$ cat src/rtl/counter_updown_if.sv
// Command and status bundle for counter_updown.
// master drives commands and observes the count; slave is the counter.
interface counter_updown_if #(
  parameter int WIDTH = 8
);
  logic             clr;
  logic             load;
  logic [WIDTH-1:0] load_val;
  logic             incr;
  logic             decr;
  logic [WIDTH-1:0] step;
  logic [WIDTH-1:0] count_reg;
  logic             at_max;
  logic             at_min;
  logic             wrap;
  logic             dir_up;

  modport master (
    output clr, load, load_val, incr, decr, step,
    input  count_reg, at_max, at_min, wrap, dir_up
  );

  modport slave (
    input  clr, load, load_val, incr, decr, step,
    output count_reg, at_max, at_min, wrap, dir_up
  );
endinterface

$ cat src/rtl/counter_updown.sv
// Up/down counter with programmable modulus and step,
// wrap or saturate at the limits, registered wrap/direction flags.
module counter_updown #(
  parameter int WIDTH    = 8,
  parameter int MAX      = 2**WIDTH-1,
  parameter int SATURATE = 0
) (
  input  logic             clk,
  input  logic             rst,
  counter_updown_if.slave  bus
);

  localparam logic [WIDTH:0]   MAX_W = (WIDTH+1)'(MAX);
  localparam logic [WIDTH:0]   MOD_W = (WIDTH+1)'(MAX + 1);
  localparam logic [WIDTH-1:0] MAX_N = WIDTH'(MAX);

  logic [WIDTH-1:0] count_q, count_d;
  logic             wrap_q, wrap_d;
  logic             dir_q, dir_d;

  logic [WIDTH:0] cnt_ext;
  logic [WIDTH:0] stp_ext;
  logic [WIDTH:0] s_ext;
  logic [WIDTH:0] ld_ext;
  logic [WIDTH:0] sum;
  logic           do_clr;
  logic           do_load;
  logic           do_up;
  logic           do_dn;

  assign cnt_ext = {1'b0, count_q};
  assign stp_ext = {1'b0, bus.step};
  assign ld_ext  = {1'b0, bus.load_val};
  assign s_ext   = (stp_ext > MAX_W) ? MAX_W : stp_ext;
  assign sum     = cnt_ext + s_ext;

  // Mutually exclusive command selects: clr > load > up/down.
  assign do_clr  = bus.clr;
  assign do_load = bus.load & ~bus.clr;
  assign do_up   = bus.incr & ~bus.decr
                 & ~bus.load & ~bus.clr;
  assign do_dn   = bus.decr & ~bus.incr
                 & ~bus.load & ~bus.clr;

  // Next count, wrap pulse and direction of last limit event.
  always_comb begin
    count_d = count_q;
    wrap_d  = 1'b0;
    dir_d   = dir_q;
    unique case (1'b1)
      do_clr: begin
        count_d = '0;
      end
      do_load: begin
        if (ld_ext > MAX_W)
          count_d = MAX_N;
        else
          count_d = bus.load_val;
      end
      do_up: begin
        if (sum > MAX_W) begin
          if (SATURATE != 0) begin
            count_d = MAX_N;
            if (count_q != MAX_N) begin
              wrap_d = 1'b1;
              dir_d  = 1'b1;
            end
          end else begin
            count_d = WIDTH'(sum - MOD_W);
            wrap_d  = 1'b1;
            dir_d   = 1'b1;
          end
        end else begin
          count_d = WIDTH'(sum);
        end
      end
      do_dn: begin
        if (cnt_ext < s_ext) begin
          if (SATURATE != 0) begin
            count_d = '0;
            if (count_q != '0) begin
              wrap_d = 1'b1;
              dir_d  = 1'b0;
            end
          end else begin
            count_d = WIDTH'(cnt_ext + MOD_W - s_ext);
            wrap_d  = 1'b1;
            dir_d   = 1'b0;
          end
        end else begin
          count_d = WIDTH'(cnt_ext - s_ext);
        end
      end
      default: begin
        count_d = count_q;
      end
    endcase
  end

  // State registers, cleared asynchronously.
  always_ff @(posedge clk or negedge rst) begin
    if (!rst) begin
      count_q <= '0;
      wrap_q  <= 1'b0;
      dir_q   <= 1'b0;
    end else begin
      count_q <= count_d;
      wrap_q  <= wrap_d;
      dir_q   <= dir_d;
    end
  end

  assign bus.count_reg = count_q;
  assign bus.wrap      = wrap_q;
  assign bus.dir_up    = dir_q;
  assign bus.at_max    = (count_q == MAX_N);
  assign bus.at_min    = (count_q == '0);

endmodule

$ cat src/flat_wrapper.sv
// flat-port wrapper written by rule: the top's interface ports become plain ports
module counter_updown_flat 
#(
  parameter int WIDTH    = 8,
  parameter int MAX      = 2**WIDTH-1,
  parameter int SATURATE = 0
)
  (clk, rst, bus_clr, bus_load, bus_load_val, bus_incr, bus_decr, bus_step, bus_count_reg, bus_at_max, bus_at_min, bus_wrap, bus_dir_up);
  counter_updown_if #(.WIDTH(WIDTH)) bus_i ();
  input  logic clk;
  input  logic rst;
  input wire logic [$bits(bus_i.clr)-1:0] bus_clr;
  input wire logic [$bits(bus_i.load)-1:0] bus_load;
  input wire logic [$bits(bus_i.load_val)-1:0] bus_load_val;
  input wire logic [$bits(bus_i.incr)-1:0] bus_incr;
  input wire logic [$bits(bus_i.decr)-1:0] bus_decr;
  input wire logic [$bits(bus_i.step)-1:0] bus_step;
  output wire logic [$bits(bus_i.count_reg)-1:0] bus_count_reg;
  output wire logic [$bits(bus_i.at_max)-1:0] bus_at_max;
  output wire logic [$bits(bus_i.at_min)-1:0] bus_at_min;
  output wire logic [$bits(bus_i.wrap)-1:0] bus_wrap;
  output wire logic [$bits(bus_i.dir_up)-1:0] bus_dir_up;
  assign bus_i.clr = bus_clr;
  assign bus_i.load = bus_load;
  assign bus_i.load_val = bus_load_val;
  assign bus_i.incr = bus_incr;
  assign bus_i.decr = bus_decr;
  assign bus_i.step = bus_step;
  assign bus_count_reg = bus_i.count_reg;
  assign bus_at_max = bus_i.at_max;
  assign bus_at_min = bus_i.at_min;
  assign bus_wrap = bus_i.wrap;
  assign bus_dir_up = bus_i.dir_up;
  counter_updown #(.WIDTH(WIDTH), .MAX(MAX), .SATURATE(SATURATE)) u_core (.clk(clk), .rst(rst), .bus(bus_i));
endmodule
$ cat config.mk
export PLATFORM = sky130hd
export DESIGN_NAME = counter_updown_flat
export DESIGN_NICKNAME = d
export VERILOG_FILES = /design/src/rtl/counter_updown_if.sv /design/src/rtl/counter_updown.sv /design/src/flat_wrapper.sv
export SDC_FILE = /design/constraint.sdc
export NUM_CORES = 1
export LEC_CHECK = 0
export BUFFER_PORTS_ARGS = -buffer_cell sky130_fd_sc_hd__buf_2
export CORE_UTILIZATION = 35
export DETAILED_ROUTE_END_ITERATION = 10
export PLACE_DENSITY = 0.58
export SYNTH_ARGS = -nofsm -noshare
export SYNTH_HDL_FRONTEND = slang
export SYNTH_SLANG_ARGS = --single-unit
$ cat constraint.sdc
create_clock -name clk -period 1.8 [get_ports clk]
set_input_delay 0.36 -clock clk [delete_from_list [all_inputs] [get_ports clk]]
set_output_delay 0.36 -clock clk [all_outputs]
set_load 0.01 [all_outputs]
==> metrics.cfg <==
[timing]
final.min_clock_period_ns=2.00
drv_slew=0
slew_headroom=0.718
hold_viol_final=10
fin_crit_sh=1.11
holdWs_ns=-0.00818
tightest_slew_ns=0.420
rsz0062_at_grt=yes
max_freq_ghz=0.501
setup_ws_ns=-0.197
setup_viol_count_final=7
fin_skew_ns=0.00374

[worst_setup_path]
crit_path_max_incr_delay_ns=0.42
worst_ep_required_time_ns=1.91
cp-start-kind=flip-flop
slowest_stage=dfrtp_2
crit_family=simple AND/OR/NAND/NOR gates
crit_type=reg2reg
cp_cell_sequence=buf_4 -> ha_4 -> inv_2 -> fa_2 -> nor2_4 -> o31ai_4 -> nor4_1 -> nor4_1 -> o22ai_1
cp.arrival_ns=2.11
worstPathBufferInverterCount=2
worst-path-stages=9
cp-end-kind=flip-flop
cp_max_fo=3
worst-r2r-cell-count=9
crit_top_cell=nor4_1

[final_layout]
layout.cells.most_common=buf_2
fillers=331
multi_input_area_um2=1130
seqCellArea_um2=255
utilization=0.573
largest_reg_flops=8
area_growth_pct=51.1
fin_nets=273
finalNonFillerCells=278
layout_common_cells=buf_2, buf_4, nand2_1, nor2_1, inv_1
drive_gt1_frac=0.478
final_cell_area_um2=1990
num_antenna_cells=0

[yosys]
synth-edff-count=0
ys.flop_type=dfrtp_1
async_flop_share=1.00
yosysSeqAreaShare=0.190
synthMuxAreaShare=0.00761
synth_xor_xnor_area_share=0.0266
synth.yosys.warnings=0
synth-seq-cells=10
synth_top_family_by_area=compound AO/OA/AOI/OAI gates
synthAdderAreaFrac=0.183
syn_area_um2=1320
synth-compound-area-share=0.265
synth_cells=167
synth-simple-area-share=0.249
ys_types=48
syn_avg_cell_area_um2=7.87
synth_nets=207

[clocking]
cts_made_buffers=3
cts_hold_buf=0
clk_path_buf_depth=2
cts_num_sinks=10
cts.root.buffer_cell=clkbuf_8
h-tree-depth=1
clk-insertion-delay-late_ns=0.24
cts_tree=done
clk_pin_slew_ns=0.06

[power]
p_per_area_nw_per_um2=1010
p_leak_uw=0.000922
total_power_uw=2000
peakVddDrop_mv=0.561

[drt]
wl_met2_um=2130
dr.pass1.iters=4
routed.top_layer=met4
drt-wirelength-per-cell_um=16.0
vias_per_cell=5.47
drt-met1-wl_um=1970
ant_nets=0
drt_wl_total_um=4460
drtIter0Drc=101
vias=1521
drc=0
wl_met3_um=317

[die]
start_util=0.379
die_x_um=63.3
rows=21
core_area_um2=3470
die_area_um2=4010
io_pins=34
dieHeight_um=63.3

[place]
dp.cells=266
dp_hpwl_um=3290
dpl_cell_area_um2=1730
place_ws_ns=-0.217
port-buffer-count=33
gp_congestion=0.896

[global_route]
grt_usage=0.223
antenna_found_initial=0
grt_pass1_wl_um=6980
grt_overflow=0
grt_max_degree=12
grt_pass1_vias=1535

[status]
violations=hold timing, setup timing
status=complete, but fails checks

[min_path]
hp-class=in2async

[job]
cap_violations=0

cell usage after synthesis (2+ instances only):
cell	instances	area, µm²
fa_1	2	40.0
nand3_1	2	10.0
or4_1	2	15.0
dfrtp_1	10	250
nor2b_1	4	25.0
buf_2	2	10.0
o221ai_1	3	26.3
a211oi_1	2	15.0
a2bb2oi_1	2	17.5
o211ai_1	2	15.0
or2_2	2	12.5
nand3b_1	3	22.5
o211a_1	2	20.0
o21ai_0	4	20.0
buf_6	2	22.5
nand4_1	2	12.5
a21oi_1	12	60.1
xnor2_1	4	35.0
nand2b_1	4	25.0
nand2_1	17	63.8
nor2_1	18	67.6
ha_1	16	200
o22ai_1	7	43.8
inv_1	15	56.3
o31ai_1	2	15.0
nor4_1	4	25.0
worst register-to-register path: cells and delay by family, from the launching register on:
family	cells	cell delay (ns)
AO/OA/AOI/OAI	2	0.39
adder cells (fa/ha/maj)	2	0.38
buffers and inverters	2	0.21
flip-flops	1	0.42
AND/OR/NAND/NOR	3	0.47
power breakdown:
part	leakage, µW	internal, µW	switching, µW
logic	0.000778	653	699
clock network	0.0000228	157	114
registers	0.000121	296	83.9
total	0.000922	1110	896
routing by layer:
| metal | up-vias | track usage |
|---|---|---|
| met5 | - | 0 |
| met4 | 0 | 0.0540 |
| met3 | 6 | 0.0362 |
| met2 | 55 | 0.363 |
| met1 | 719 | 0.307 |
| li1 | 741 | - |
metrics by stage:
stage	setup TNS [ns]	hold slack [ns]
CTS	-0.643	0.000525
global placement	-0.761	0.251
global route	-1.46	0.0112
finish	-0.788	-0.00818
detailed placement	-1.05	0.260
floorplan	-0.173	0.0644
final timing paths:
path	startpoint	end	slack, ns
max in group asynchronous	rst	u_core.bus.count_reg[2]$_DFFE_PN0P_	1.57
setup / recovery	u_core.bus.count_reg[0]$_DFFE_PN0P_	u_core.bus.count_reg[6]$_DFFE_PN0P_	-0.20
setup reg to reg	u_core.bus.count_reg[0]$_DFFE_PN0P_	u_core.bus.count_reg[6]$_DFFE_PN0P_	-0.20
hold reg to reg	u_core.bus.dir_up$_DFFE_PN0P_	u_core.bus.dir_up$_DFFE_PN0P_	0.58
hold / removal	rst	u_core.bus.count_reg[3]$_DFFE_PN0P_	-0.008
min in group clk	bus_load_val[0]	u_core.bus.count_reg[0]$_DFFE_PN0P_	0.36
layout make-up:
cell class,count,area share
multi-input cells,135,0.571
flip-flops and latches,10,0.128
clock buffers,4,0.0227
well taps,46,0.0290
repair buffers,68,0.221
inverters,15,0.0283
timing repair:
action | 4_1_cts | 5_1_grt
setup endpoints to repair | 8 | 10
gates resized for setup | 9 | 24
pin swaps | 9 | 10
buffers inserted | 5 | 3
hold endpoints to repair | 0 | 0
logic make-up after synthesis:
logic type / after synthesis
xor+xnor: 4
simple gates: 63
mux: 1
flops: 10
compound gates: 49
buf+inv: 22
fa+ha+maj: 18
No activity file was read; power rests on OpenSTA's default activity.
